`src/rtl/inst_fetch_unit_if.sv`:
```
// Instruction bus between the fetch stage (master) and the instruction cache (slave).
// Latency: none, this is only a bundle of wires.
// Backpressure: the cache holds the master with stall and blocks issue with ready=0.
interface cpu_ibus_if;
    logic [31:0] addr;
    logic        read;
    logic        flush_1;
    logic        flush_2;
    logic        flush_3;
    logic        stall;
    logic        ready;
    logic [31:0] rddata;
    logic        rddata_vld;

    modport master (
        output addr, read, flush_1, flush_2, flush_3,
        input  stall, ready, rddata, rddata_vld
    );

    modport slave (
        input  addr, read, flush_1, flush_2, flush_3,
        output stall, ready, rddata, rddata_vld
    );
endinterface

```
`src/rtl/inst_fetch_unit.sv`:
```
// Fetch stage: issues sequential PCs to the icache, pairs returning data with its PC, queues pairs for decode.
// Latency: request accepted in cycle T returns in T+3, and the entry is visible at the queue head in T+4.
// Backpressure: credit based, so issue stops once queued plus in-flight entries reach QUEUE_DEPTH; the cache stall holds issue.
//
// Ports: clk/rst (sync, active high); redirect_valid/redirect_pc restart fetch and flush the cache;
// ibus is the cache request/response bus; inst_* is the valid/ready queue head presented to decode.
module inst_fetch_unit #(
    parameter logic [31:0] BOOT_PC     = 32'hbfc0_0000,
    parameter int          QUEUE_DEPTH = 8
) (
    input  logic              clk,
    input  logic              rst,
    input  logic              redirect_valid,
    input  logic [31:0]       redirect_pc,
    cpu_ibus_if.master        ibus,
    output logic              inst_valid,
    input  logic              inst_ready,
    output logic [31:0]       inst_pc,
    output logic [31:0]       inst,
    output logic              inst_adel
);
    localparam int PW = $clog2(QUEUE_DEPTH);
    localparam int CW = PW + 1;

    typedef struct packed {
        logic [31:0] pc;
        logic [31:0] word;
        logic        adel;
    } qent_t;

    logic [31:0]   pc_q, pc_d;
    logic          s1_vld_q, s1_vld_d, s2_vld_q, s2_vld_d, s3_vld_q, s3_vld_d;
    logic [31:0]   s1_pc_q, s1_pc_d, s2_pc_q, s2_pc_d, s3_pc_q, s3_pc_d;
    logic [PW-1:0] rd_ptr_q, rd_ptr_d, wr_ptr_q, wr_ptr_d;
    logic [CW-1:0] count_q, count_d;
    logic          adel_done_q, adel_done_d;
    qent_t         mem_q [QUEUE_DEPTH];

    logic          misaligned;
    logic          credit_ok;
    logic          full;
    logic          accept;
    logic          adel_push;
    logic          push;
    logic          pop;
    logic [CW:0]   reserved;
    qent_t         push_ent;
    qent_t         head;

    // Every accepted request already owns a queue slot: in-flight requests count as reserved entries.
    assign reserved   = {1'b0, count_q}
                      + {{CW{1'b0}}, s1_vld_q}
                      + {{CW{1'b0}}, s2_vld_q}
                      + {{CW{1'b0}}, s3_vld_q};
    assign credit_ok  = reserved < (CW+1)'(QUEUE_DEPTH);
    assign full       = count_q == CW'(QUEUE_DEPTH);
    assign misaligned = pc_q[1:0] != 2'b00;

    assign ibus.addr    = pc_q;
    assign ibus.read    = ibus.ready & ~rst & ~redirect_valid & ~misaligned & credit_ok;
    assign ibus.flush_1 = redirect_valid;
    assign ibus.flush_2 = redirect_valid;
    assign ibus.flush_3 = redirect_valid;

    assign accept = ibus.read & ~ibus.stall;

    // A misaligned PC turns into a single exception entry once older fetches have drained,
    // which keeps the queue in program order.
    assign adel_push = misaligned & ~adel_done_q & ~s1_vld_q & ~s2_vld_q & ~s3_vld_q & ~full;

    // A redirect drops any data returning in the same cycle.
    assign push = ~redirect_valid & (ibus.rddata_vld | adel_push);
    assign pop  = inst_valid & inst_ready;

    always_comb begin
        push_ent = '0;
        if (ibus.rddata_vld) begin
            push_ent.pc   = s3_pc_q;
            push_ent.word = ibus.rddata;
            push_ent.adel = 1'b0;
        end else begin
            push_ent.pc   = pc_q;
            push_ent.word = 32'd0;
            push_ent.adel = 1'b1;
        end
    end

    assign head       = mem_q[rd_ptr_q];
    assign inst_valid = count_q != '0;
    assign inst_pc    = head.pc;
    assign inst       = head.adel ? 32'd0 : head.word;
    assign inst_adel  = head.adel;

    always_comb begin
        pc_d        = pc_q;
        s1_vld_d    = s1_vld_q;
        s1_pc_d     = s1_pc_q;
        s2_vld_d    = s2_vld_q;
        s2_pc_d     = s2_pc_q;
        s3_vld_d    = s3_vld_q;
        s3_pc_d     = s3_pc_q;
        rd_ptr_d    = rd_ptr_q;
        wr_ptr_d    = wr_ptr_q;
        count_d     = count_q;
        adel_done_d = adel_done_q;
        if (redirect_valid) begin
            // Redirect wins over acceptance, return and pop in the same cycle.
            pc_d        = redirect_pc;
            s1_vld_d    = 1'b0;
            s2_vld_d    = 1'b0;
            s3_vld_d    = 1'b0;
            rd_ptr_d    = '0;
            wr_ptr_d    = '0;
            count_d     = '0;
            adel_done_d = 1'b0;
        end else begin
            if (accept) begin
                pc_d = pc_q + 32'd4;
            end
            // Shadow of the cache pipeline: stage 1 holds under stall, stage 2 gets a bubble.
            if (!ibus.stall) begin
                s1_vld_d = accept;
                s1_pc_d  = pc_q;
            end
            s2_vld_d = s1_vld_q & ~ibus.stall;
            s2_pc_d  = s1_pc_q;
            s3_vld_d = s2_vld_q;
            s3_pc_d  = s2_pc_q;
            if (push) begin
                wr_ptr_d = wr_ptr_q + PW'(1);
            end
            if (pop) begin
                rd_ptr_d = rd_ptr_q + PW'(1);
            end
            case ({push, pop})
                2'b10:   count_d = count_q + CW'(1);
                2'b01:   count_d = count_q - CW'(1);
                default: count_d = count_q;
            endcase
            if (adel_push) begin
                adel_done_d = 1'b1;
            end
        end
    end

    always_ff @(posedge clk) begin
        if (rst) begin
            pc_q        <= BOOT_PC;
            s1_vld_q    <= 1'b0;
            s1_pc_q     <= '0;
            s2_vld_q    <= 1'b0;
            s2_pc_q     <= '0;
            s3_vld_q    <= 1'b0;
            s3_pc_q     <= '0;
            rd_ptr_q    <= '0;
            wr_ptr_q    <= '0;
            count_q     <= '0;
            adel_done_q <= 1'b0;
        end else begin
            pc_q        <= pc_d;
            s1_vld_q    <= s1_vld_d;
            s1_pc_q     <= s1_pc_d;
            s2_vld_q    <= s2_vld_d;
            s2_pc_q     <= s2_pc_d;
            s3_vld_q    <= s3_vld_d;
            s3_pc_q     <= s3_pc_d;
            rd_ptr_q    <= rd_ptr_d;
            wr_ptr_q    <= wr_ptr_d;
            count_q     <= count_d;
            adel_done_q <= adel_done_d;
        end
    end

    // Queue storage needs no reset; count_q qualifies every entry.
    always_ff @(posedge clk) begin
        if (!rst && push) begin
            mem_q[wr_ptr_q] <= push_ent;
        end
    end

    // The credit rule makes a push into a full queue unreachable.
    always_ff @(posedge clk) begin
        if (!rst) begin
            assert (!(push && full));
        end
    end
endmodule

```
`src/flat_wrapper.sv`:
```
// flat-port wrapper written by rule: the top's interface ports become plain ports
module inst_fetch_unit_flat 
#(
    parameter logic [31:0] BOOT_PC     = 32'hbfc0_0000,
    parameter int          QUEUE_DEPTH = 8
)
  (clk, rst, redirect_valid, redirect_pc, inst_valid, inst_ready, inst_pc, inst, inst_adel, ibus_addr, ibus_read, ibus_flush_1, ibus_flush_2, ibus_flush_3, ibus_stall, ibus_ready, ibus_rddata, ibus_rddata_vld);
  cpu_ibus_if ibus_i ();
  input  logic clk;
  input  logic rst;
  input  logic redirect_valid;
  input  logic [31:0] redirect_pc;
  output logic inst_valid;
  input  logic inst_ready;
  output logic [31:0] inst_pc;
  output logic [31:0] inst;
  output logic inst_adel;
  output wire logic [$bits(ibus_i.addr)-1:0] ibus_addr;
  output wire logic [$bits(ibus_i.read)-1:0] ibus_read;
  output wire logic [$bits(ibus_i.flush_1)-1:0] ibus_flush_1;
  output wire logic [$bits(ibus_i.flush_2)-1:0] ibus_flush_2;
  output wire logic [$bits(ibus_i.flush_3)-1:0] ibus_flush_3;
  input wire logic [$bits(ibus_i.stall)-1:0] ibus_stall;
  input wire logic [$bits(ibus_i.ready)-1:0] ibus_ready;
  input wire logic [$bits(ibus_i.rddata)-1:0] ibus_rddata;
  input wire logic [$bits(ibus_i.rddata_vld)-1:0] ibus_rddata_vld;
  assign ibus_addr = ibus_i.addr;
  assign ibus_read = ibus_i.read;
  assign ibus_flush_1 = ibus_i.flush_1;
  assign ibus_flush_2 = ibus_i.flush_2;
  assign ibus_flush_3 = ibus_i.flush_3;
  assign ibus_i.stall = ibus_stall;
  assign ibus_i.ready = ibus_ready;
  assign ibus_i.rddata = ibus_rddata;
  assign ibus_i.rddata_vld = ibus_rddata_vld;
  inst_fetch_unit #(.BOOT_PC(BOOT_PC), .QUEUE_DEPTH(QUEUE_DEPTH)) u_core (.clk(clk), .rst(rst), .redirect_valid(redirect_valid), .redirect_pc(redirect_pc), .ibus(ibus_i), .inst_valid(inst_valid), .inst_ready(inst_ready), .inst_pc(inst_pc), .inst(inst), .inst_adel(inst_adel));
endmodule
```
`config.mk`:
```
export PLATFORM = sky130hd
export DESIGN_NAME = inst_fetch_unit_flat
export DESIGN_NICKNAME = d
export VERILOG_FILES = /design/src/rtl/inst_fetch_unit_if.sv /design/src/rtl/inst_fetch_unit.sv /design/src/flat_wrapper.sv
export SDC_FILE = /design/constraint.sdc
export NUM_CORES = 1
export LEC_CHECK = 0
export ABC_AREA = 1
export BUFFER_PORTS_ARGS = -buffer_cell sky130_fd_sc_hd__buf_2
export CAP_MARGIN = 20
export CORE_ASPECT_RATIO = 1.2
export CORE_MARGIN = 2
export CORE_UTILIZATION = 25
export DETAILED_ROUTE_END_ITERATION = 12
export GPL_TIMING_DRIVEN = 0
export PLACE_DENSITY = 0.48
export SLEW_MARGIN = 20
export SYNTH_ARGS = -nofsm -noshare
export SYNTH_HDL_FRONTEND = slang
export SYNTH_SLANG_ARGS = --single-unit
```
`constraint.sdc`:
```
create_clock -name clk -period 7.2 [get_ports clk]
set_input_delay 1.8 -clock clk [delete_from_list [all_inputs] [get_ports clk]]
set_output_delay 1.8 -clock clk [all_outputs]
set_load 0.05 [all_outputs]
```
# Yosys cells after proc, flatten, opt, wreduce, memory -nomap -nowiden
# Memories as Yosys holds them, arrays and structs flattened. A register that Yosys moved wholly into a read port is not among the register bits.
# Index checks and enable logic that the tools add are counted.
# Widths: inputs -> output; s select.
[classes]
addsub = 8
muxes = 9
n_reduce_logical = 8
magnitude_cmp = 1
n_eq_ne = 3
bitwise = 23
[op_table]
columns = ["cell", "count"]
rows = [
  ["$mux 32", 3],
  ["$mux 65", 1],
  ["$add 32x3->32 const B", 1],
  ["$and 1x1->1", 13],
  ["$add 5x1->5", 2],
  ["$not 1->1", 9],
  ["$pmux 4 s2", 1],
  ["$add 3x1->3 const B", 2],
  ["$mux 3", 2],
  ["$reduce_bool 2->1", 3],
  ["$add 4x1->5", 1],
  ["$lt 5x4->1 const B", 1],
  ["$add 4x1->4 const B", 1],
  ["$eq 4x4->1 const B", 1],
  ["$reduce_bool 4->1", 1],
  ["$sub 4x1->4 const B", 1],
  ["$eq 2x1->1 const B", 1],
  ["$eq 2x2->1 const B", 1],
  ["$mux 1", 2],
  ["$reduce_and 2->1", 1],
  ["$reduce_or 2->1", 1],
  ["$logic_and 1x1->1", 1],
  ["$logic_not 1->1", 1],
  ["$or 1x1->1", 1],
]
[totals]
register_bits = 142
output_inout_bits = 102
memories = 1
ramBits = 520
[memory_table]
columns = ["memory", "words", "width", "rd", "rd_clocked_by_memory_dff", "write_ports", "line", "source"]
rows = [
  ["u_core.mem_q", 8, 65, 1, 1, 1, "inst_fetch_unit.sv:37", "qent_t mem_q [QUEUE_DEPTH];"],
]

# Depth between registers and ports, before layout
# Gate-level depths: netlist of run 1.
[logic_depth]
depth_word = 11
depth_mapped = 13
mapped_depth_nobuf = 13

# Worst setup path before layout of run 1
# No wires, ideal clock.
[synth_timing]
kind = "input port to flip-flop"
start = "in ibus_rddata_vld"
end = "mem u_core.mem_q[1][0] (netlist name) (enable)"
required_time_ps = 6711
slack_ps = 1416
arrival_ps = 5295
setup_ps = 489
n_path_buf = 1
path_stages = 5
cell_sequence = "buf_2 -> clkinv_1 -> nand2_1 -> nand3_1 -> nor2_1"
[synth_between]
elab_chain_len = 5
[synth_lines]
columns = ["element", "line", "source"]
rows = [
  ["start, declared", "flat_wrapper.sv:26", "input wire logic [$bits(ibus_i.rddata_vld)-1:0] ibus_rddata_vld;"],
  ["$or 1x1->1", "inst_fetch_unit.sv:72", "assign push = ~redirect_valid & (ibus.rddata_vld | adel_push);"],
  ["$and 1x1->1", "inst_fetch_unit.sv:72", ""],
  ["$logic_and 1x1->1", "inst_fetch_unit.sv:176", "if (!rst && push) begin"],
  ["$mux 1", "inst_fetch_unit.sv:176", ""],
  ["$mux 1 (implied by the code)", "inst_fetch_unit.sv:177", "mem_q[wr_ptr_q] <= push_ent;"],
  ["end, declared", "inst_fetch_unit.sv:37", ""],
]
# Every way passes these cells.

==> impl_metrics.yaml, run 1 <==
outcome:
  status: "completed"
detailed_routing:
  first_pass_iters: 5
  drc: 0
  routed_wl_microns: 84200
  viasPerCell: 4.51
  vias: 19500
  drt_iter0_drc: 1386
  ant_nets: 0
  wire_per_inst_microns: 19.5
setup_path:
  worstSetupPathType: "reg -> out"
  r2r_start: "u_core.ibus.addr[1]"
  cp-start-kind: "flip-flop"
  arrival_ns: 3.28
  regToRegSetupSlack_ns: 4.22
  r2r_cells: 9
  cp.required_ns: 5.40
  crit_chain: "buf_2 > clkinv_1 > buf_2 > clkbuf_1 > a31oi_1 > buf_2"
  endpoint_kind: "primary output"
  cp_slowest_cell: "a31oi_1"
  r2r-end: "u_core.mem_q[7][29]"
  crit_path_max_incr_delay_ns: 0.63
  cp_max_fo: 10
  crit_top_cell: "buf_2"
synth:
  synth_fp_nets: 2675
  yosys.area_share.xor_xnor_pct: 0.257
  yosysTopAreaCell: "edfxtp_1"
  synth-simple-area-share_pct: 14.9
  ys_seq_area_share_pct: 67.8
  synth_top_family_by_area: "simple AND/OR/NAND/NOR gates"
  synth_seq_cells: 665
  synth_top_cells_by_area: "edfxtp_1 57%, dfxtp_1 11%, nor2_1 8.0%, o21ai_0 6.4%, nand2_1 4.5%"
  synth_top_area_share_pct: 57.2
  synth-adder-area-share_pct: 0.468
  yosysUniqueCellTypes: 40
  synthesis.area_sq_mm: 0.0273
  muxShareOfSynthArea_pct: 0.0367
  avgSynthCellArea_sq_um: 10.5
  synth_compound_gate_area_share_pct: 11.8
  synthCells: 2595
  ys.warnings.count: 0
worst_hold_path:
  whs_path_depth: 2
  hp-start: "u_core.s1_pc_q[2]"
  hold_path_class: "reg -> reg"
  min_to: "u_core.s1_pc_q[2]"
place:
  io_buffers: 169
  placed_cell_area_sq_mm: 0.0307
  gp_congestion: 0.808
  dp_hpwl_microns: 59000
layout:
  fin_util_pct: 30.4
  nets: 2948
  layout-drive-gt1-share_pct: 15.6
  syn_to_final_growth_pct: 20.5
  final_cell_area_sq_mm: 0.0329
  fill_cells: 11200
die:
  num_rows: 132
  fp.dieW_microns: 306
  dieArea_sq_mm: 0.112
  ios: 173
  die_y_microns: 366
  core_sq_mm: 0.108
  initial_core_util_pct: 25.2
timing:
  tightestPinTransition_ns: 1.09
  slew_headroom_pct: 26.8
  clock.fmax_mhz: 197
  timing.final.hold_violations: 0
  finalCriticalPeriod_ns: 5.08
  slew_viol_final: 0
  setup_viol: 0
  period_share_pct: 70.6
  fin_skew_ns: 0.0178
  rsz0062_at_grt: "false"
power_and_ir_drop:
  ir_drop_mv: 0.135
  p_per_area_mw_per_mm2: 263
  power.leakage_nw: 12.1
cts:
  holdBufCountCts: 0
  cts-resized-gates: 0
  cts_buffers: 71
  clkTransAtPathRegs_ns: 0.06
  clk_path_buf_depth: 3
  postCtsSetupRepairBufs: 0
  cts_tree: "done"
  cts_root_buffer: "clkbuf_16"
  clock_sinks: 665
  cts-htree-levels: 3
  clk_latency_ns: 0.62
job:
  maxCapViolCount: 0
global_routing:
  grtUsageTotal_pct: 14.8
  antenna_found_initial: 6
  grt_pass1_vias: 19300
  grt_start_max_net_pins: 21
  grt_pass1_wl_microns: 124000
  overflow: 0
[per-layer routing]
metal  global-route usage (%)  vias to the layer above  wire [microns]
met1                     19.2                     9321           36700
li1                         -                     9508               -
met2                     25.3                      578           41000
met4                     4.09                        2            1930
met5                        0                        -              13
met3                     2.37                      109            4620
[layout by cell type, fill, tap and decap left out, types with 3 or more instances in the layout]
cell type / n
o21ai_0: 342
buf_12: 11
buf_16: 18
clkinv_2: 7
nand2_2: 33
clkinv_8: 3
dfxtp_1: 145
buf_1: 13
buf_2: 211
nor2_1: 572
inv_1: 92
edfxtp_1: 520
a31oi_1: 33
nand4_1: 4
buf_6: 10
buf_4: 16
inv_4: 3
ha_1: 7
o22ai_1: 97
nor3_1: 4
nand2_1: 328
nor2_2: 5
clkbuf_8: 5
inv_2: 34
clkinv_1: 19
o21ai_1: 67
xor2_1: 6
nand3_1: 51
clkbuf_16: 72
clkbuf_1: 98
nor2_4: 13
a21oi_1: 60
[worst max-delay path, delay by kind of cell (launching register included)]
family | cells | cell delay (ns)
buffers and inverters | 5 | 1.71
AO/OA/AOI/OAI | 1 | 0.63
flip-flops | 1 | 0.31
[through the flow]
step / power, mW / TNS, ns / hold slack (ns) / instances / setup slack (ns)
floorplan: 4.92 / 0 / 0.429 / 2595 / 1.42
global placement: 5.23 / -1316.81 / 0.441 / 4171 / -2.85
detailed placement: 5.24 / 0 / 0.446 / 4200 / 1.88
CTS: 8.73 / 0 / 0.457 / 4328 / 2.05
global route: 8.95 / 0 / 0.468 / 4330 / 1.94
finish: 8.65 / 0 / 0.457 / 4331 / 2.12
[cells in the mapped netlist]
master and count:
nor2_1 580, edfxtp_1 520, o21ai_0 350, nand2_1 328, dfxtp_1 145, o22ai_1 97
inv_1 92, clkbuf_1 80, a21oi_1 60, o21ai_1 59, nand3_1 51, buf_2 40
inv_2 34, a31oi_1 33, nand2_2 33, buf_4 16, buf_1 13, buf_6 10
ha_1 7, xor2_1 6, nor2_2 5, nor2_4 5, nand4_1 4, nor3_1 4
clkinv_1 3, inv_4 3, fa_1 2, or2_2 2, xnor2_1 2, a21boi_1 1
clkbuf_2 1, mux2i_1 1, nand2_4 1, nand3_2 1, nand3_4 1, nand3b_1 1
o211a_1 1, o21ai_2 1, o21ai_4 1, o221ai_2 1
[worst max-delay path by stage]
stage | depth (start not counted) | end
after global placement | 5 | u_core.mem_q[3][20]
after floorplan | 5 | u_core.mem_q[1][0]
final | 6 | inst_pc[2]
after detailed placement | 8 | u_core.mem_q[7][21]
after global routing | 9 | inst_pc[15]
after CTS | 6 | inst_pc[2]
[cell type report]
class                   count  area (sq um)  area share (%)
diodes                      1          2.50         0.00761
multi-input cells        1638          7550            23.0
repair buffers            200          1570            4.78
clock inverters            33           256           0.780
plain buffers             160           787            2.39
flip-flops and latches    665         18500            56.3
inverters                 132           503            1.53
clock buffers              95          1940            5.89
well taps                1407          1760            5.35
[kinds of logic (layout without fill, tap and decap cells)]
family | count (synthesis) | count (layout)
compound gates | 604 | 604
xor+xnor | 8 | 8
fa+ha+maj | 9 | 9
buf+inv | 292 | 620
flops | 665 | 665
mux | 1 | 1
other cells | 0 | 1
simple gates | 1016 | 1016
[state kept, by name, summed over array words and instances, names as in the netlist, 3 cells and up, named ones only]
signal and cells:
u_core.count_q 4, u_core.ibus.addr 32, u_core.mem_q 520, u_core.rd_ptr_q 3, u_core.s1_pc_q 32, u_core.s2_pc_q 32
u_core.s3_pc_q 32, u_core.wr_ptr_q 3
[power breakdown]
group	leakage (nW)	switching (mW)	total, mW	internal, mW
clock network	1.07	1.52	3.50	1.97
registers	5.95	0.0476	4.27	4.22
logic	5.11	0.664	0.878	0.214
No activity file was read; power rests on OpenSTA's default activity.
==> inputs of run 2 (changes only) <==
--- a/config.mk
+++ b/config.mk
@@ -5,7 +5,7 @@
 export SDC_FILE = /design/constraint.sdc
 export NUM_CORES = 1
 export LEC_CHECK = 0
-export ABC_AREA = 1
+export ABC_AREA = 0
 export BUFFER_PORTS_ARGS = -buffer_cell sky130_fd_sc_hd__buf_2
 export CAP_MARGIN = 20
 export CORE_ASPECT_RATIO = 1.2
==> constraint.sdc (replaced) <==
create_clock -name clk -period 4.85 [get_ports clk]
set_input_delay 1.2125 -clock clk [delete_from_list [all_inputs] [get_ports clk]]
set_output_delay 1.2125 -clock clk [all_outputs]
set_load 0.05 [all_outputs]
==> run 2 against run 1 <==
- area after synthesis down 4.0%
- via count is 26% lower
- worst setup slack worse by 1.8 ns
- sequential cell count unchanged
- combinational power decreased by 18%
- hold slack got worse by 0.0056 ns
- critical path type unchanged
==> impl_metrics.yaml, run 2 <==
outcome:
  status: "completed"
setup_path:
  r2r_cells: 10
  worstSetupPathType: "reg -> out"
  crit_top_cell: "clkbuf_1"
  r2r-end: "u_core.count_q[3]"
  cp_slowest_cell: "clkbuf_1"
  crit_path_max_incr_delay_ns: 0.73
  cp-start-kind: "flip-flop"
  arrival_ns: 3.34
  regToRegSetupSlack_ns: 1.47
  endpoint_kind: "primary output"
  r2r_start: "u_core.count_q[2]"
  crit_chain: "clkbuf_1 > clkbuf_1 > mux4_2 > mux2i_1 > nor2_1 > buf_2"
  cp_max_fo: 10
  cp.required_ns: 3.64
detailed_routing:
  wire_per_inst_microns: 21.4
  routed_wl_microns: 70000
  first_pass_iters: 5
  drt_iter0_drc: 968
  drc: 0
  ant_nets: 0
  vias: 14500
  viasPerCell: 4.44
synth:
  synth_edf_count: 520
  avgSynthCellArea_sq_um: 16.9
  synthTopCellsByCount: "520 x edfxtp_1, 145 x dfxtp_1, 130 x mux4_2"
  yosysUniqueCellTypes: 56
  synth_compound_gate_area_share_pct: 2.70
  synth_seq_cells: 665
  synth_ff_type: "edfxtp_1"
  synthCells: 1547
  synthesis.area_sq_mm: 0.0262
  async_reset_ff_share_pct: 0
  ys_seq_area_share_pct: 70.7
  synth_fp_nets: 1627
  synth.most_common_cell: "edfxtp_1"
  yosysTopAreaCell: "edfxtp_1"
  muxShareOfSynthArea_pct: 17.8
  synth_top_cells_by_area: "edfxtp_1 60%, mux4_2 11%, dfxtp_1 11%, mux2i_1 3.9%, mux2_2 2.7%"
  synth_top_family_by_area: "multiplexers"
  yosys.area_share.xor_xnor_pct: 0.635
  synth_top_area_share_pct: 59.6
  synth-simple-area-share_pct: 5.99
  ys.warnings.count: 0
  synth-adder-area-share_pct: 0.487
die:
  fp.dieW_microns: 299
  die_y_microns: 359
  num_rows: 130
  dieArea_sq_mm: 0.107
  ios: 173
  core_sq_mm: 0.104
  initial_core_util_pct: 25.1
cts:
  cts_root_buffer: "clkbuf_16"
  cts_tree: "done"
  cts-htree-levels: 3
  clkTransAtPathRegs_ns: 0.06
  cts_buffers: 74
  clk_path_buf_depth: 3
  clk_latency_ns: 0.61
  postCtsSetupRepairBufs: 0
  clock_sinks: 665
timing:
  fin_skew_ns: 0.0146
  timing.final.hold_violations: 0
  period_share_pct: 93.9
  finalCriticalPeriod_ns: 4.56
  setup_viol: 0
  slew_viol_final: 0
  rsz0062_at_grt: "false"
  tightestPinTransition_ns: 1.01
  worst_slack_ns: 0.293
  slew_headroom_pct: 33.0
  clock.fmax_mhz: 219
worst_hold_path:
  min_to: "u_core.s1_pc_q[27]"
  hold_path_class: "reg -> reg"
  whs_path_depth: 2
  hp-start: "u_core.s1_pc_q[27]"
place:
  gp_congestion: 0.775
  dp_hpwl_microns: 49200
  dpl.cell_count: 3139
  io_buffers: 170
  placed_cell_area_sq_mm: 0.0296
  pre_cts_ws_ns: 0.414
layout:
  multi_input_area_sq_mm: 0.00729
  largest_reg_flops: 520
  fin_util_pct: 30.6
  layout-drive-gt1-share_pct: 28.9
  nets: 1909
  syn_to_final_growth_pct: 22.0
  fill_cells: 10300
  layout_commonest_cell: "edfxtp_1"
  final_cell_area_sq_mm: 0.0320
  fin_cells: 3270
  antenna_cells: 0
  layout_common_cells: "520 x edfxtp_1, 184 x buf_2, 145 x dfxtp_1"
  regMostFlops: "u_core.mem_q"
  seqCellArea_sq_mm: 0.0185
global_routing:
  grt_pass1_vias: 15200
  grt_start_max_net_pins: 19
  antenna_found_initial: 5
  overflow: 0
  grt_pass1_wl_microns: 102000
  grtUsageTotal_pct: 13.0
job:
  maxCapViolCount: 0
power_and_ir_drop:
  power.leakage_nw: 10.6
  power_mw: 12.5
  p_per_area_mw_per_mm2: 392
  ir_drop_mv: 0.210
[run 2: cell families after synthesis]
kind of cell | Yosys count
buffers and inverters | 111
multiplexers | 295
adder cells (fa/ha/maj) | 9
AND/OR/NAND/NOR | 336
XOR/XNOR | 19
AO/OA/AOI/OAI | 112
flip-flops | 665
[run 2: timing repair]
item | in CTS | in global routing
hold buffers | 0 | 0
setup endpoints to repair | 2 | 0
resized for setup | 1 | 0
[run 2: worst max-delay path by stage]
stage / endpoint / depth (start not counted) / startpoint
after global placement: u_core.mem_q[6][27] / 6 / rst
after CTS: inst[30] / 6 / flip-flop
after detailed placement: ibus_read / 6 / rst
after global routing: inst[30] / 6 / flip-flop
final: inst[30] / 6 / flip-flop
after floorplan: u_core.mem_q[2][0] / 5 / redirect_valid
[run 2: final cells by class]
type	instances	area share, %
clock buffers	97	6.19
clock inverters	34	1.28
plain buffers	91	1.16
well taps	1386	5.43
repair buffers	206	4.92
multi-input cells	771	22.8
inverters	20	0.235
flip-flops and latches	665	58.0
[run 2: metal layers]
layer / routed length [microns] / vias up / track usage [%] / part of all wire (%)
met5: 0 / - / 0 / 0
met4: 1450 / 0 / 3.06 / 2.1
met3: 3750 / 110 / 2.83 / 5.4
met2: 35100 / 403 / 22.8 / 50
met1: 29700 / 7463 / 16.3 / 42
li1: - / 6553 / - / -
[run 2: metrics by stage]
| stage | hold WS, ns | TNS, ns |
|---|---|---|
| 2_1_floorplan | 0.436 | -96.95 |
| 3_3_place_gp | 0.441 | -1424.49 |
| 3_5_place_dp | 0.446 | 0 |
| 4_1_cts | 0.454 | 0 |
| 5_1_grt | 0.478 | 0 |
| 6_report | 0.452 | 0 |
[run 2: critical path: cells and delay by family, from the launching register on]
family        cells  cell delay, ns
buf+inv           3            1.55
mux               2            0.71
flops             1            0.39
simple gates      1            0.07
[run 2: where the power goes]
group	switching, mW	internal (mW)
Clock	2.24	3.31
Sequential	0.0607	6.22
Combinational	0.497	0.221
Total	2.79	9.75
